File: src/rtl/output_port_bank_if.sv
// CPU-side bus of the output port bank: address/strobes/write data from the
// CPU, registered read-back data and hit flag towards the CPU.
interface output_port_bank_if #(
   parameter int DATA_W = 8,
   parameter int ADDR_W = 8
) ();
   logic [ADDR_W-1:0] address;
   logic              write;
   logic [1:0]        wr_op;
   logic [DATA_W-1:0] data_in;
   logic              read;
   logic [DATA_W-1:0] data_out;
   logic              hit;

   modport master (
      output address, write, wr_op, data_in, read,
      input  data_out, hit
   );

   modport slave (
      input  address, write, wr_op, data_in, read,
      output data_out, hit
   );
endinterface

File: src/rtl/output_port_bank.sv
// Memory-mapped bank of CPU output ports with load/set/clear/toggle writes,
// optional auto-clearing pulse ports, registered read-back and change strobes.
module output_port_bank #(
   parameter int                    DATA_W     = 8,
   parameter int                    ADDR_W     = 8,
   parameter int                    NUM_PORTS  = 16,
   parameter logic [ADDR_W-1:0]     BASE_ADDR  = 8'hF0,
   parameter logic [NUM_PORTS-1:0]  PULSE_MASK = '0,
   parameter int                    PULSE_LEN  = 4
) (
   input  logic                          clk,
   input  logic                          reset,
   output_port_bank_if.slave             bus,
   output logic [NUM_PORTS*DATA_W-1:0]   port_out,
   output logic [NUM_PORTS-1:0]          port_stb
);

   localparam int CNT_W = $clog2(PULSE_LEN + 1);

   logic [NUM_PORTS-1:0] sel;
   logic [DATA_W-1:0]    rd_val;
   logic                 rd_hit;

   for (genvar gi = 0; gi < NUM_PORTS; gi++) begin : g_port
      localparam logic [ADDR_W-1:0] PORT_ADDR = ADDR_W'(BASE_ADDR + gi);

      logic [DATA_W-1:0] val_q;
      logic [DATA_W-1:0] wr_val;
      logic              wr_en;
      logic              stb_q;

      // full-width compare so aliased addresses never select a port
      assign sel[gi] = (bus.address == PORT_ADDR);
      assign wr_en   = bus.write & sel[gi];

      // value this port would take if the current bus write targets it
      always_comb begin
         wr_val = val_q;
         case (bus.wr_op)
            2'b00:   wr_val = bus.data_in;
            2'b01:   wr_val = val_q | bus.data_in;
            2'b10:   wr_val = val_q & ~bus.data_in;
            default: wr_val = val_q ^ bus.data_in;
         endcase
      end

      if (PULSE_MASK[gi]) begin : g_pulse
         logic [CNT_W-1:0] cnt_q;

         // port register with down-counter; a CPU write beats the auto-clear
         always_ff @(posedge clk or negedge reset) begin
            if (!reset) begin
               val_q <= '0;
               cnt_q <= '0;
            end else if (wr_en) begin
               val_q <= wr_val;
               cnt_q <= (wr_val != '0) ? CNT_W'(PULSE_LEN) : '0;
            end else if (cnt_q != '0) begin
               cnt_q <= cnt_q - 1'b1;
               if (cnt_q == CNT_W'(1)) val_q <= '0;
            end
         end
      end else begin : g_hold
         // plain latch-style port register, holds until rewritten
         always_ff @(posedge clk or negedge reset) begin
            if (!reset)     val_q <= '0;
            else if (wr_en) val_q <= wr_val;
         end
      end

      // strobe only for CPU writes that actually change the value
      always_ff @(posedge clk or negedge reset) begin
         if (!reset) stb_q <= 1'b0;
         else        stb_q <= wr_en && (wr_val != val_q);
      end

      assign port_out[gi*DATA_W +: DATA_W] = val_q;
      assign port_stb[gi]                  = stb_q;
   end

   // read-back mux over the pre-edge port values
   always_comb begin
      rd_val = '0;
      rd_hit = 1'b0;
      for (int i = 0; i < NUM_PORTS; i++) begin
         if (sel[i]) begin
            rd_val = port_out[i*DATA_W +: DATA_W];
            rd_hit = 1'b1;
         end
      end
   end

   // registered read-back; holds when no read is issued
   always_ff @(posedge clk or negedge reset) begin
      if (!reset) begin
         bus.data_out <= '0;
         bus.hit      <= 1'b0;
      end else if (bus.read) begin
         bus.data_out <= rd_val;
         bus.hit      <= rd_hit;
      end
   end

endmodule

File: src/flat_wrapper.sv
// flat-port wrapper written by rule: the top's interface ports become plain ports
module output_port_bank_flat 
#(
   parameter int                    DATA_W     = 8,
   parameter int                    ADDR_W     = 8,
   parameter int                    NUM_PORTS  = 16,
   parameter logic [ADDR_W-1:0]     BASE_ADDR  = 8'hF0,
   parameter logic [NUM_PORTS-1:0]  PULSE_MASK = '0,
   parameter int                    PULSE_LEN  = 4
)
  (clk, reset, port_out, port_stb, bus_address, bus_write, bus_wr_op, bus_data_in, bus_read, bus_data_out, bus_hit);
  output_port_bank_if #(.DATA_W(DATA_W), .ADDR_W(ADDR_W)) bus_i ();
  input  logic clk;
  input  logic reset;
  output logic [NUM_PORTS*DATA_W-1:0] port_out;
  output logic [NUM_PORTS-1:0] port_stb;
  input wire logic [$bits(bus_i.address)-1:0] bus_address;
  input wire logic [$bits(bus_i.write)-1:0] bus_write;
  input wire logic [$bits(bus_i.wr_op)-1:0] bus_wr_op;
  input wire logic [$bits(bus_i.data_in)-1:0] bus_data_in;
  input wire logic [$bits(bus_i.read)-1:0] bus_read;
  output wire logic [$bits(bus_i.data_out)-1:0] bus_data_out;
  output wire logic [$bits(bus_i.hit)-1:0] bus_hit;
  assign bus_i.address = bus_address;
  assign bus_i.write = bus_write;
  assign bus_i.wr_op = bus_wr_op;
  assign bus_i.data_in = bus_data_in;
  assign bus_i.read = bus_read;
  assign bus_data_out = bus_i.data_out;
  assign bus_hit = bus_i.hit;
  output_port_bank #(.DATA_W(DATA_W), .ADDR_W(ADDR_W), .NUM_PORTS(NUM_PORTS), .BASE_ADDR(BASE_ADDR), .PULSE_MASK(PULSE_MASK), .PULSE_LEN(PULSE_LEN)) u_core (.clk(clk), .reset(reset), .bus(bus_i), .port_out(port_out), .port_stb(port_stb));
endmodule
File: config.mk
export PLATFORM = sky130hd
export DESIGN_NAME = output_port_bank_flat
export DESIGN_NICKNAME = d
export VERILOG_FILES = /design/src/rtl/output_port_bank_if.sv /design/src/rtl/output_port_bank.sv /design/src/flat_wrapper.sv
export SDC_FILE = /design/constraint.sdc
export NUM_CORES = 1
export LEC_CHECK = 0
export CORE_ASPECT_RATIO = 0.9
export CORE_MARGIN = 4
export CORE_UTILIZATION = 47
export DETAILED_ROUTE_END_ITERATION = 6
export GPL_TIMING_DRIVEN = 0
export PLACE_DENSITY_LB_ADDON = 0.1
export SYNTH_ARGS = -nofsm -noshare
export SYNTH_HDL_FRONTEND = slang
export SYNTH_SLANG_ARGS = --single-unit
File: constraint.sdc
create_clock -name clk -period 3.1 [get_ports clk]
set_input_delay 0.62 -clock clk [delete_from_list [all_inputs] [get_ports clk]]
set_output_delay 0.62 -clock clk [all_outputs]
set_load 0.05 [all_outputs]
**Yosys cells after proc, flatten, opt, wreduce, memory -nomap -nowiden**

Index checks and enable logic that the tools add are counted.

- Flip-flop bits (word level): 153
- Bits in latches: 0
- Memory bits (writable): 0
- ROM bits: 0
- Input port bits: 22
- Output and inout bits: 153
- Word-level logic and storage cells: 198
- Memories kept: 0

- $add $sub $neg: 0
- $mul: 0
- Div/mod/pow operators: 0
- $lt $le $gt $ge: 0
- Equal/unequal tests: 34
- Shifts and indexed selects: 0
- Multiplexer cells: 48
- Bitwise operators: 65
- Reduce and logical (&&, ||, !) cells: 17

Operators by type and width:

| cell | number |
|---|---|
| $pmux W8 S3 | 16 |
| $and A8 B8 Y8 | 16 |
| $eq A8 B8 Y1 const B | 16 |
| $mux W8 | 16 |
| $ne A8 B8 Y1 | 16 |
| $or A8 B8 Y8 | 16 |
| $xor A8 B8 Y8 | 16 |
| $and A1 B1 Y1 | 16 |
| $logic_and A1 B1 Y1 | 16 |
| $mux W1 | 16 |
| $not A8 Y8 | 1 |
| $eq A2 B1 Y1 const B | 1 |
| $eq A2 B2 Y1 const B | 1 |
| $logic_not A2 Y1 | 1 |

**Logic depth before layout (Yosys ltp)**

- Word-level depth: 17
- Gate-level depth with buffers: 9
- Mapped depth without buffers: 7

**Worst setup path after synthesis**

No wires, ideal clock.

- Path kind: input port to flip-flop
- Start point: input bus_data_in[2]
- End point: register u_core.g_port[11].stb_q
- Library setup time: 0.088 ns
- Arrival time: 2.540 ns
- Data required time: 3.012 ns
- Slack: 0.472 ns
- Stages: 6
- Path buffers: 0
- Cell sequence: inv_1 > ha_1 > mux4_2 > xnor2_1 > and4_1 > a41oi_1

- Cells in the longest elaborated chain, start to end: 5
- Elaborated cells between the ends (all ways): 7
- Classes of those cells: eq/ne (1); mux (1); bitwise (4); reduce/logical (1)

RTL lines:

| item | RTL line | RTL |
|---|---|---|
| start, declared | flat_wrapper.sv:20 | `input wire logic [$bits(bus_i.data_in)-1:0] bus_data_in;` |
| $not A8 Y8 | output_port_bank.sv:42 | `2'b10: wr_val = val_q & ~bus.data_in;` |
| $and A8 B8 Y8 | output_port_bank.sv:42 |  |
| $pmux W8 S3 (*) | output_port_bank.sv:39 | `case (bus.wr_op)` |
| $ne A8 B8 Y1 (*) | output_port_bank.sv:74 | `else stb_q <= wr_en && (wr_val != val_q);` |
| $logic_and A1 B1 Y1 (*) | output_port_bank.sv:74 |  |
| end signal, assigned | output_port_bank.sv:74 |  |
| end, declared | output_port_bank.sv:30 | `logic stb_q;` |

Every way passes the cells marked *; elsewhere a longest branch is shown, timed or not.
A chain may end at the register's enable or synchronous reset.

**Worst setup path in the final report**

- Start point: input bus_address[1]
- End point: register u_core.bus.data_out[0]

- Cells in the longest elaborated chain, start to end: 17
- Elaborated cells between the ends (all ways): 32
- Classes of those cells: eq/ne (16); mux (16)

RTL lines:

| item | RTL line | RTL |
|---|---|---|
| start, declared | flat_wrapper.sv:17 | `input wire logic [$bits(bus_i.address)-1:0] bus_address;` |
| $eq A8 B8 Y1 | output_port_bank.sv:33 | `assign sel[gi] = (bus.address == PORT_ADDR);` |
| $mux W8 (15 in a row) | output_port_bank.sv:86 | `if (sel[i]) begin` |
| $mux W8 (*) | output_port_bank.sv:86 |  |
| end signal, assigned | output_port_bank.sv:99 | `bus.data_out <= rd_val;` |
| end, declared | output_port_bank_if.sv:22 | `output data_out, hit` |

Marks and branches as above.

==> impl_metrics.py <==
metrics = {
    "yosys": {
        "synth_edf_count": 0,
        "synth_top_area_share_pct": 21.64,
        "mappedNetlistNets": 2278,
        "synth.top_cells.by_area": "dfrtp_1 22%, ha_1 18%, mux2i_1 7.5%",
        "yosys.cell_types.count": 63,
        "avgSynthCellArea_um2": 8.846,
        "synthCells": 2000,
        "ys_ff_latch": 153,
        "yosys.area.top_type": "dfrtp_1",
        "seq_area_frac_synth_pct": 21.64,
        "syn-cell-area_um2": 17690,
        "ys_warn_count": 0,
        "ys.flop_type": "dfrtp_1",
        "postSynth.asyncResetShare_pct": 100.0,
    },
    "setup_path": {
        "critPathLaunchType": "input port",
        "r2r_cells": 6,
        "cp_cell_sequence": "clkdlybuf4s50_1 > buf_2 > buf_1 > clkbuf_1 > o32ai_1 > a221oi_1 > o211ai_1",
        "cp-end-kind": "flip-flop",
        "worstPathArrival_ps": 3540,
        "path_max_fanout": 10,
        "worst-endpoint-required_ps": 3460,
        "worstSetupEndpoint": "u_core.bus.data_out[0]",
        "r2r-start": "u_core.g_port[6].val_q[0]",
        "rrSetupSlack_ps": 650,
        "cpMaxStageDelayCell": "buf_1",
        "path_class": "input port to flip-flop",
        "critPathLaunch": "bus_address[1]",
        "r2r_end": "u_core.g_port[6].stb_q",
        "slowest_delay_ps": 630,
    },
    "sta": {
        "finalWorstSetupSlack_ps": -80.78,
        "drv_slew": 0,
        "skew_ps": 10.26,
        "relSlewSlack_pct": 33.52,
        "min_period_over_period_pct": 102.6,
        "setup_viol": 4,
        "rsz0062_at_grt": "true",
        "period_minus_slack_ps": 3181,
        "hold_viol_final": 0,
        "worst_slew_pin_slew_ps": 997.3,
        "timing.fmax_ghz": 0.3144,
    },
    "die": {
        "die_x_um": 212.5,
        "core_area_um2": 37220,
        "num_rows": 67,
        "start_util_pct": 47.53,
        "io_pins": 175,
        "die_h_um": 192.1,
        "die_area_um2": 40810,
    },
    "grt": {
        "grt_max_degree": 81,
        "grt_pass1_vias": 16410,
        "groute.usage.overall_pct": 40.44,
        "grt_overflow_total": 0,
        "grt_pass1_wl_mm": 117.8,
        "antenna_found_initial": 2,
    },
    "place": {
        "dpl.hpwl_mm": 62.03,
        "port_buffers": 174,
        "gp_congestion": 0.9877,
    },
    "cts": {
        "clkTransAtPathRegs_ps": 70,
        "ctsHoldBuffers": 0,
        "cts.htree.levels": 4,
        "cts_buffer_depth": 2,
        "clock_latency_ps": 490,
        "cts_tree": "built",
        "cts_root_buf": "clkbuf_16",
        "cts_buffers": 17,
        "clock-sinks": 153,
    },
    "detailed_routing": {
        "drt-pass1-iter-count": 6,
        "antenna_left": 0,
        "drc_errors": 0,
        "vias_per_cell": 6.530,
        "wl_per_cell_um": 31.17,
        "drt-total-wl_mm": 83.95,
        "vias": 17580,
        "drtIter0Drc": 2232,
    },
    "cells_and_area": {
        "fin_nets": 2475,
        "synthToLayoutAreaGrowth_pct": 17.42,
        "utilization_pct": 55.81,
        "layout-drive-gt1-share_pct": 11.96,
        "final_cell_mix": "256 x ha_1, 227 x nand2_1, 169 x inv_1, 168 x clkdlybuf4s50_1, 153 x dfrtp_1",
        "final_common_cell": "ha_1",
    },
    "hold_path": {
        "hp-class": "input port to async pin",
    },
    "power": {
        "finalPower_w": 0.007046,
        "leakagePower_nw": 9.089,
        "ir_worst_vdd_mv": 0.4064,
        "power_density_nw_per_um2": 339.2,
    },
    "status": {
        "outcome": "complete, but fails checks",
        "violations": "negative setup slack",
    },
    "flow_run": {
        "maxCapViolations": 0,
    },
}
-- layer usage --
metal / GRT usage [%] / vias up / routed length, um
li1: - / 7428 / -
met1: 55.11 / 8702 / 33760
met2: 60.91 / 1185 / 36280
met3: 9.407 / 267 / 9696
met4: 18.70 / 2 / 4207
met5: 0 / - / 13
-- registers in the layout, indices dropped and copies added (netlist names) --
name / count
u_core.g_port.val_q: 128
u_core.bus.hit: 1
u_core.g_port.stb_q: 16
u_core.bus.data_out: 8
-- report_power, final --
group	internal, W	switching [W]
clock network	0.00139	0.000978
logic	0.000856	0.00155
registers	0.00207	0.000198
total	0.00432	0.00273
-- worst min path at each step --
stage                                            end  slack [ps]
after floorplan               u_core.bus.data_out[0]         320
after global placement    u_core.g_port[13].val_q[3]         540
after detailed placement   u_core.g_port[9].val_q[1]         540
after CTS                  u_core.g_port[0].val_q[0]         130
after global routing       u_core.g_port[0].val_q[0]         160
final                      u_core.g_port[0].val_q[0]         110
-- worst max-delay path, delay by kind of cell --
family / cells / cell delay (ps)
AO/OA/AOI/OAI: 3 / 910
buffers and inverters: 4 / 2000
-- layout make-up --
class                   count  area, um2
clock buffers              21      470.5
repair buffers            179       1810
plain buffers             142      893.4
clock inverters             8      145.1
fillers                  3414      16450
diodes                      3      7.507
inverters                 177      694.4
flip-flops and latches    153       3829
well taps                 483      604.3
multi-input cells        1527      12320
-- cells in the mapped netlist (10+ instances only) --
library cell  number
a21oi_1          111
buf_4             29
o21ai_0          138
ha_1             256
and4_1            47
nand2_1          227
xnor2_1          128
buf_6             17
clkbuf_1          46
inv_1            177
a41oi_1           10
mux4_2            38
nor3_1            11
nand3_1           20
nor2_1           107
a211oi_1          47
mux2i_1          132
a31oi_1           28
o2111a_1          16
nand2b_1          25
dfrtp_1          153
mux2_2            48
buf_2             39
-- timing repair --
| item | in CTS | in global routing |
|---|---|---|
| pin swaps | 1 | 0 |
| cloned | 0 | 0 |
| buffers inserted | 3 | 0 |
| setup endpoints to repair | 25 | 30 |
| gates resized for setup | 14 | 24 |
-- metrics by stage --
step | setup WS [ps] | instances | setup TNS, ps | hold WS, ps | instance area, um2
2_1_floorplan | 471.6 | 2000 | 0 | 324.4 | 17690
3_3_place_gp | -5646 | 2657 | -968230 | 542.2 | 20040
3_5_place_dp | -940.9 | 2659 | -50610 | 543.6 | 20090
4_1_cts | 2.813 | 2691 | 0 | 133.8 | 20750
5_1_grt | -45.51 | 2690 | -126.0 | 161.9 | 20770
6_report | -80.78 | 2693 | -157.1 | 106.1 | 20770
-- logic make-up after synthesis --
kind of cell             count (synthesis)  synth area share, %
flip-flops                             153                21.64
XOR/XNOR                               128                6.337
adder cells (fa/ha/maj)                256                18.10
buffers and inverters                  320                8.770
AO/OA/AOI/OAI                          424                15.19
multiplexers                           233                16.87
AND/OR/NAND/NOR                        486                13.08
(Power assumes the default switching activity.)
